`src/rtl/pipeline_rf_wr_arbiter_pkg.sv`:
```
// Shared types and constants for the register-file write-port arbiter.
package pipeline_rf_wr_arbiter_pkg;

    localparam int unsigned XLEN   = 64;
    localparam logic [4:0]  REG_X0 = 5'd0;

    typedef struct packed {
        logic            we;
        logic [4:0]      rd;
        logic [XLEN-1:0] wdata;
    } rf_wr_t;

    // Which source owns the write port in a given cycle.
    typedef enum logic [1:0] {
        GNT_NONE,
        GNT_PIPE,
        GNT_FIFO,
        GNT_STALL
    } grant_e;

endpackage

```
`src/rtl/pipeline_rf_wr_arbiter_fifo.sv`:
```
// Synchronous FIFO buffering MDU results until the write port is free.
module rf_wr_fifo #(
    parameter int unsigned DEPTH = 2,
    parameter int unsigned WIDTH = 69
) (
    input  logic             clk,
    input  logic             reset,
    input  logic             push,
    input  logic             pop,
    input  logic [WIDTH-1:0] wdata,
    output logic             full,
    output logic             empty,
    output logic             almost_empty,
    output logic [WIDTH-1:0] rdata
);

    localparam int unsigned AW = (DEPTH > 1) ? $clog2(DEPTH) : 1;

    logic [WIDTH-1:0] mem [DEPTH];
    logic [AW:0]      wr_ptr;
    logic [AW:0]      rd_ptr;
    logic [AW:0]      used;
    logic             do_push;
    logic             do_pop;

    assign do_push = push && !full;
    assign do_pop  = pop && !empty;

    always_ff @(posedge clk or negedge reset) begin
        if (!reset) begin
            wr_ptr <= '0;
            rd_ptr <= '0;
        end else begin
            if (do_push) wr_ptr <= wr_ptr + 1'b1;
            if (do_pop)  rd_ptr <= rd_ptr + 1'b1;
        end
    end

    always_ff @(posedge clk) begin
        if (do_push) mem[wr_ptr[AW-1:0]] <= wdata;
    end

    // Extra pointer bit separates the wrapped (full) case from empty.
    assign used         = wr_ptr - rd_ptr;
    assign empty        = (wr_ptr == rd_ptr);
    assign full         = (wr_ptr[AW] != rd_ptr[AW]) && (wr_ptr[AW-1:0] == rd_ptr[AW-1:0]);
    assign almost_empty = (used == (AW+1)'(1));
    assign rdata        = mem[rd_ptr[AW-1:0]];

endmodule

```
`src/rtl/pipeline_rf_wr_arbiter.sv`:
```
// Register-file write-port arbiter: WB stage has priority, buffered MDU
// results drain in order, with a starvation stall to force progress.
module pipeline_rf_wr_arbiter #(
    parameter int unsigned DEPTH    = 2,
    parameter int unsigned MAX_WAIT = 4,
    parameter int unsigned XLEN     = pipeline_rf_wr_arbiter_pkg::XLEN
) (
    input  logic            clk,
    input  logic            reset,
    input  logic            pipe_we,
    input  logic [4:0]      pipe_rd,
    input  logic [XLEN-1:0] pipe_wdata,
    input  logic            mdu_valid,
    input  logic [4:0]      mdu_rd,
    input  logic [XLEN-1:0] mdu_wdata,
    output logic            mdu_ready,
    output logic            stall_req,
    output logic            mdu_pending,
    output logic            rf_we,
    output logic [4:0]      rf_waddr,
    output logic [XLEN-1:0] rf_wdata
);

    import pipeline_rf_wr_arbiter_pkg::*;

    localparam int unsigned ENTRY_W = 5 + XLEN;
    localparam int unsigned WW      = $clog2(MAX_WAIT + 1);
    localparam logic [WW-1:0] WAIT_SAT = WW'(MAX_WAIT);

    logic               fifo_push;
    logic               fifo_pop;
    logic               fifo_full;
    logic               fifo_empty;
    logic               fifo_one;
    logic [ENTRY_W-1:0] fifo_head;
    logic [4:0]         head_rd;
    logic [XLEN-1:0]    head_wdata;

    logic               pipe_req;
    logic               nonempty_next;
    logic [WW-1:0]      wait_cnt;
    logic [WW-1:0]      wait_next;
    logic               stall_next;
    grant_e             grant;

    assign mdu_ready   = !fifo_full;
    assign mdu_pending = !fifo_empty;

    // Results for x0 are acknowledged but never stored.
    assign fifo_push = mdu_valid && !fifo_full && (mdu_rd != REG_X0);
    assign pipe_req  = pipe_we && (pipe_rd != REG_X0);

    assign head_rd    = fifo_head[ENTRY_W-1 -: 5];
    assign head_wdata = fifo_head[XLEN-1:0];

    rf_wr_fifo #(
        .DEPTH (DEPTH),
        .WIDTH (ENTRY_W)
    ) u_fifo (
        .clk          (clk),
        .reset        (reset),
        .push         (fifo_push),
        .pop          (fifo_pop),
        .wdata        ({mdu_rd, mdu_wdata}),
        .full         (fifo_full),
        .empty        (fifo_empty),
        .almost_empty (fifo_one),
        .rdata        (fifo_head)
    );

    always_comb begin
        grant     = GNT_NONE;
        fifo_pop  = 1'b0;
        wait_next = wait_cnt;

        if (stall_req) begin
            // Pipe bundle is frozen upstream this cycle, so it is never granted here.
            if (!fifo_empty) begin
                grant    = GNT_STALL;
                fifo_pop = 1'b1;
            end
            wait_next = '0;
        end else if (pipe_req) begin
            grant = GNT_PIPE;
            if (!fifo_empty && (wait_cnt != WAIT_SAT)) wait_next = wait_cnt + 1'b1;
        end else if (!fifo_empty) begin
            grant     = GNT_FIFO;
            fifo_pop  = 1'b1;
            wait_next = '0;
        end

        nonempty_next = fifo_push || !(fifo_empty || (fifo_pop && fifo_one));
        if (!nonempty_next) wait_next = '0;

        stall_next = nonempty_next && (wait_next == WAIT_SAT) && !stall_req;
    end

    always_ff @(posedge clk or negedge reset) begin
        if (!reset) begin
            wait_cnt  <= '0;
            stall_req <= 1'b0;
            rf_we     <= 1'b0;
            rf_waddr  <= '0;
            rf_wdata  <= '0;
        end else begin
            wait_cnt  <= wait_next;
            stall_req <= stall_next;
            rf_we     <= (grant != GNT_NONE);
            case (grant)
                GNT_PIPE: begin
                    rf_waddr <= pipe_rd;
                    rf_wdata <= pipe_wdata;
                end
                GNT_FIFO, GNT_STALL: begin
                    rf_waddr <= head_rd;
                    rf_wdata <= head_wdata;
                end
                default: ;
            endcase
        end
    end

endmodule

```
`config.mk`:
```
export PLATFORM = sky130hd
export DESIGN_NAME = pipeline_rf_wr_arbiter
export DESIGN_NICKNAME = d
export VERILOG_FILES = /design/src/rtl/pipeline_rf_wr_arbiter_pkg.sv /design/src/rtl/pipeline_rf_wr_arbiter_fifo.sv /design/src/rtl/pipeline_rf_wr_arbiter.sv
export SDC_FILE = /design/constraint.sdc
export NUM_CORES = 1
export LEC_CHECK = 0
export ABC_AREA = 1
export CAP_MARGIN = 20
export CORE_UTILIZATION = 45
export CTS_CLUSTER_DIAMETER = 120
export DETAILED_ROUTE_END_ITERATION = 7
export MAX_ROUTING_LAYER = met4
export PLACE_DENSITY = 0.72
export SETUP_SLACK_MARGIN = 0.4
export SYNTH_ARGS = -nofsm -noshare
export SYNTH_HDL_FRONTEND = slang
export SYNTH_SLANG_ARGS = --single-unit
```
`constraint.sdc`:
```
create_clock -name clk -period 6.1 [get_ports clk]
set_clock_uncertainty 0.05 [all_clocks]
set_input_delay 1.83 -clock clk [delete_from_list [all_inputs] [get_ports clk]]
set_output_delay 1.83 -clock clk [all_outputs]
set_load 0.03 [all_outputs]
```
==> results.md, run 1 <==
- Outcome: completed
- Total track usage: 21.9%
- CTS clock-pin slew for the worst setup and hold paths: ~60 ps
- Switching Share: 38.5%
- Number of global-route vias before repair: 6034
- Max-cap violations: 0
- Routed WL: 20400 um
- LEAKAGE: between 4 and 5 nW
- Final setup fails: 0
- Place WS: 1780 ps
- Post-route core utilization: just over 60%
- Measured slew at the worst slew-check pin: just under 1000 ps
- Clock power frac: 20.8%
- Core footprint: around 19000 um^2
- Critical path required time: 4220 ps
- Syn_nets: approximately 860
- CTS root buf: clkbuf_16
- Internal: slightly below 0.004 W
- Synth area leader: edfxtp_1
- Logic pwr share: between 40 and 50%
- Pin count of the biggest net entering global routing: 70
- VDD IR-drop max: 325 uV
- Slew Viols, Final: 0
- Port Buffers: between 200 and 250
- CP peak stage delay: between 600 and 700 ps
- CP Capture Type: primary output
- Pwr Density: between 500 and 600 nW/um^2
- Top_reg_cell synth: edfxtp_1
- CTS Hold Bufs: 0
- Yosys warning total: 0
- Number of I/O pins: approximately 220
- Most frequent cells in the layout: 213 x clkdlybuf4s50_1, 188 x nand2_1, 138 x edfxtp_1
- Crit-path max FO: 39
- Final worst-path setup slack: 1730 ps
- Max Freq: 229 MHz
- Post-synthesis register bit count: about 220
- Origin of the critical flop-to-flop path: u_fifo.rd_ptr[0]
- Share of the synthesized area in the top cell type: roughly 48%
- R2R cell count: 5
- H-tree levels: 1
- Hold WS: about 430 ps
- Ys async rst share: 36.1%
- Number of synthesized flops with an enable pin: ~140
- First DRT Iteration DRCs: roughly 420
- Via-to-Cell Ratio: 5.17
- Synth top area cells: edfxtp_1 48%, dfrtp_1 23%, nand2_1 8.2%, nand3_1 4.2%, mux2i_1 4.1%
- Relative slew margins: roughly a third
- Clock Sinks: 216
- Critical path cell sequence: ha_1 -> nand3_4 -> clkdlybuf4s50_1
- Setup crit end: mdu_pending
- Routed Antenna Nets: 0
- WL per Instance: 17.4 um
- Startpoint types: flip-flop
- Total CTS buffers: 22
- # DRC: 0
- Synthesized area per cell: around 12 um^2
- Final-report hold violation count: 0
- Mapped Area: around 8600 um^2
- Register area share after synthesis: a little over two thirds
- Die H: ~140 um
- Critical Path Slowest Stage Cell: clkdlybuf4s50_1
- Worst R2R End: u_fifo.mem[0][39]
- Fin crit period: roughly 4400 ps
- Final HPWL DP: 12600 um
- Synth Instances: 710
- Cell variety after synth: 31
- Crit path launch: u_fifo.rd_ptr[0]
- FF-to-FF setup slack: 3270 ps
- Setup TNS: 0 ps
- Clk_lat worst skew: around 500 ps
- Resized cells post-CTS: 0
- Die area: 19700 um^2
- Vias: ~6000
- Commonest non-fill, non-tap cell in the layout: clkdlybuf4s50_1
- Die width: approximately 140 um
- Crit path kind: flip-flop to primary output
- Postcts setup bufs: 0
- Initial antenna violation count: 1
- Share of cells above drive strength 1: under 10%
- NumNets Final: 1064
- Rows: 50
- Unrepaired setup endpoints after global routing: no
- Total gr overflow: 0
- Final Wtd Congestion: approximately 0.74
- P_sw: 0.00242 W
- Final period util: a little under three quarters
- Worst Path Arrival: ~2500 ps
- CTS tree: yes
- Global-route wire length before repair: around 32000 um
- Worst hold path class: flip-flop to flip-flop
- Drt pass-1 iters: 5
- Clock Path Buffers: 3
- Sequential Power Share: about two fifths
- P&R area growth vs syn: 35.3%
- Initial Util: 46.0%
==> how the worst min path moves through the flow <==
stage                      startpoint            to  slack (ps)  cells past startpoint
floorplan           u_fifo.mem[0][66]   rf_waddr[2]         410                      2
global placement         rf_wdata[31]  rf_wdata[31]         410                      2
global route        u_fifo.mem[0][40]  rf_wdata[40]         450                      2
detailed placement       rf_wdata[30]  rf_wdata[30]         420                      2
CTS                       rf_wdata[2]   rf_wdata[2]         430                      2
finish                   rf_wdata[41]  rf_wdata[41]         430                      2
==> cell type report <==
cell class                      instances  area, um^2
Inverter                               23        90.1
Multi-Input combinational cell        434        2260
Sequential cell                       216        6100
Antenna cell                            1        2.50
Timing Repair Buffer                  222        2210
Tap cell                              234         293
Clock inverter                          7        56.3
Clock buffer                           33         643
Fill cell                            1477        7050
==> kinds of logic after synthesis <==
group | after synthesis | share of synthesized area, %
and+or+nand+nor | 299 | 15.1
DFF | 216 | 70.8
AOI/OAI and AO/OA | 93 | 5.99
buffers and inverters | 60 | 3.17
muxes | 35 | 4.07
adders and majority gates | 3 | 0.436
xor gates and xnor gates | 4 | 0.407
==> layer usage <==
| metal | vias to the layer above | part of all wire, % | global-route usage (%) | routed length [um] |
|---|---|---|---|---|
| met5 | - | 0 | - | 0 |
| met4 | 0 | 1.6 | 4.51 | 332 |
| met3 | 29 | 6.9 | 4.68 | 1410 |
| met2 | 214 | 49 | 36.4 | 9980 |
| met1 | 2913 | 43 | 27.6 | 8670 |
| li1 | 2896 | - | - | - |
==> cell usage after synthesis, types with 2 or more instances <==
cell type and instances:
nand2_1 188, edfxtp_1 138, dfrtp_1 78, nand3_1 72, o21ai_0 67, mux2i_1 35
o211ai_1 19, or2_2 18, inv_1 17, clkbuf_1 15, nor2_1 13, buf_2 11
o21ai_1 5, inv_2 4, buf_1 3, buf_4 3, clkbuf_2 3, ha_1 3
xor2_1 3, buf_6 2, nand2_2 2, nand3_2 2
==> critical path, delay by kind of cell (launching register included) <==
family                   cells  cell delay (ps)
adder cells (fa/ha/maj)      1              440
buffers and inverters        1              690
flip-flops                   1              680
AND/OR/NAND/NOR              1              170
==> power by group through the flow <==
stage	registers (W)	clock network [W]	logic [W]
detailed placement	0.00242	0	0.00261
CTS	0.00240	0.00133	0.00262
global placement	0.00240	0	0.00257
floorplan	0.00284	0	0.00122
global route	0.00245	0.00139	0.00283
finish	0.00239	0.00131	0.00259
==> state kept, by name (all words and copies together) (netlist names) <==
register and count:
u_fifo.mem 138, rf_wdata 64, rf_waddr 5, wait_cnt 3, u_fifo.rd_ptr 2, u_fifo.wr_ptr 2
rf_we 1, stall_req 1
==> metrics by stage <==
| stage | total power, W | area [um^2] | instances |
|---|---|---|---|
| 6_report | 0.00628 | 11700 | 1170 |
| 5_1_grt | 0.00667 | 11700 | 1170 |
| 4_1_cts | 0.00634 | 11600 | 1168 |
| 3_5_place_dp | 0.00503 | 10900 | 1128 |
| 3_3_place_gp | 0.00497 | 10900 | 1128 |
| 2_1_floorplan | 0.00405 | 8610 | 710 |
Power figures use the tool's default switching activity.
==> inputs of run 2 (changes only) <==
- CORE_UTILIZATION: 45 -> 44
- PLACE_DENSITY: 0.72 -> 0.74
- clock period: 6.1 -> 3.7 ns (I/O delays scaled with it)
==> run 2 against run 1 <==
Clock-buffer cell count fell by 5. Register-to-register slack got worse by 2600 ps. Die area grew 2.2%. Via count about the same. Wire length increased by 2.5%. Power grew 70%. Sequential cell count is the same. Global-route usage fell by 0.25 points. Non-clock buffer count rose by 5. Hold slack better by 1.8 ps. Critical endpoint unchanged.
==> results.md, run 2 (synthesis gave the netlist of run 1 again) <==
- CTS clock-pin slew for the worst setup and hold paths: ~60 ps
- Final setup fails: 0
- Clock Sinks: roughly 220
- Clock Path Buffers: 3
- WL per Instance: between 15 and 20 um
- Unrepaired setup endpoints after global routing: no
- H-tree levels: 1
- # fillers: 1504
- First DRT Iteration DRCs: approximately 280
- Pin count of the biggest net entering global routing: 72
- Core footprint: 19000 um^2
- Antenna fix cells: 0
- Place WS: roughly 510 ps
- Max-cap violations: 0
- Crit path kind: flip-flop to primary output
- Initial antenna violation count: 0
- Global-route wire length before repair: about 32000 um
- Worst hold path class: flip-flop to flip-flop
- Routed Antenna Nets: 0
- Worst Path Arrival: just under 2000 ps
- Total gr overflow: 0
- Final period util: between 80% and 90%
- Power after layout: ~0.011 W
- Postcts setup bufs: 0
- Initial Util: a little under half
- Reg area: ~6100 um^2
- Pwr Density: ~900 nW/um^2
- P&R area growth vs syn: 37.2%
- Die area: 20100 um^2
- CP Capture Type: primary output
- Relative slew margins: between 20% and 30%
- VDD IR-drop max: between 400 and 500 uV
- Rows: 50
- Area of the multi-input gates: between 2000 and 2500 um^2
- Max Freq: approximately 320 MHz
- Die H: ~140 um
- LEAKAGE: 4.71 nW
- Final HPWL DP: approximately 13000 um
- Final Wtd Congestion: about 0.8
- Total track usage: 21.6%
- Measured slew at the worst slew-check pin: 1050 ps
- Number of global-route vias before repair: about 6000
- Critical path required time: ~2500 ps
- Routed WL: roughly 21000 um
- R2R cell count: 5
- Final-report hold violation count: 0
- CTS tree: yes
- Clk_lat worst skew: a little under 500 ps
- Setup TNS: 0 ps
- Number of I/O pins: around 220
- Cell area after layout: 11800 um^2
- NumNets Final: 1070
- Max FFs per register: ~140
- CTS root buf: clkbuf_16
- Slew Viols, Final: 0
- Port Buffers: roughly 210
- # DRC: 0
- Fin crit period: 3150 ps
- DP Area: between 10000 and 15000 um^2
- Share of cells above drive strength 1: 8.82%
- Vias: 6058
- Most frequent cells in the layout: 211 x clkdlybuf4s50_1, 188 x nand2_1, 138 x edfxtp_1
- Commonest non-fill, non-tap cell in the layout: clkdlybuf4s50_1
- Startpoint types: flip-flop
- Die width: 142 um
- Crit-path max FO: 7
- Via-to-Cell Ratio: between 5 and 6
- Final worst-path setup slack: about 550 ps
- Total CTS buffers: 23
- Outcome: completed
- Hold depth: 2
- Drt pass-1 iters: 5
- FF-to-FF setup slack: between 700 and 800 ps
## run 2: cell types whose count changed in the layout (fill, tap and decap cells not counted), moves of 2 or more
cell / change
bufinv_16: +3
clkbuf_1: -5
buf_4: +5
clkdlybuf4s50_1: -2
dlygate4sd2_1: +2
## run 2: metal layers
metal	vias to the layer above	track usage, %	share of wire [%]	wire (um)
met1	2873	27.2	42	8790
met4	0	6.73	2.3	491
met5	-	-	0	0
li1	2903	-	-	-
met2	234	35.1	48	10100
met3	48	4.62	7.5	1560
## run 2: worst paths after layout
kind                                  start      endpoint
min                            rf_wdata[35]  rf_wdata[35]
max in group asynchronous             reset  rf_wdata[14]
min in group asynchronous             reset   rf_wdata[0]
min reg2reg                    rf_wdata[35]  rf_wdata[35]
max reg2reg                u_fifo.rd_ptr[0]   rf_waddr[2]
max                        u_fifo.wr_ptr[0]   mdu_pending
## run 2: power by group
group	internal [W]	total (W)	switching, W
clock network	0.00148	0.00237	0.000894
logic	0.00160	0.00441	0.00282
registers	0.00353	0.00388	0.000351
## run 2: repair_timing
item | CTS | global route
setup endpoints to repair | 2 | 0
gates resized for setup | 2 | 0
hold buffers | 0 | 0
## run 2: cell type report
cell class	count	share of cell area [%]
sequential	216	51.6
multi-input combinational	434	19.1
timing repair buffer	227	19.0
clock buffer	28	5.29
tap	260	2.75
clock inverter	13	1.42
inverter	23	0.763
## run 2: metrics by stage
stage / std cells / util, % / hold slack (ps)
after floorplan: 710 / - / 415
after global placement: 1160 / 58.1 / 415
after detailed placement: 1160 / 58.1 / 415
after CTS: 1201 / 62.3 / 434
after global routing: 1201 / 62.3 / 448
final: 1201 / 62.3 / 430
## run 2: worst max-delay path: stages (launching register included)
cell           delay [ps]
dfrtp_1               400
inv_1                 150
ha_1                  320
nand3_4               170
dlygate4sd2_1         450
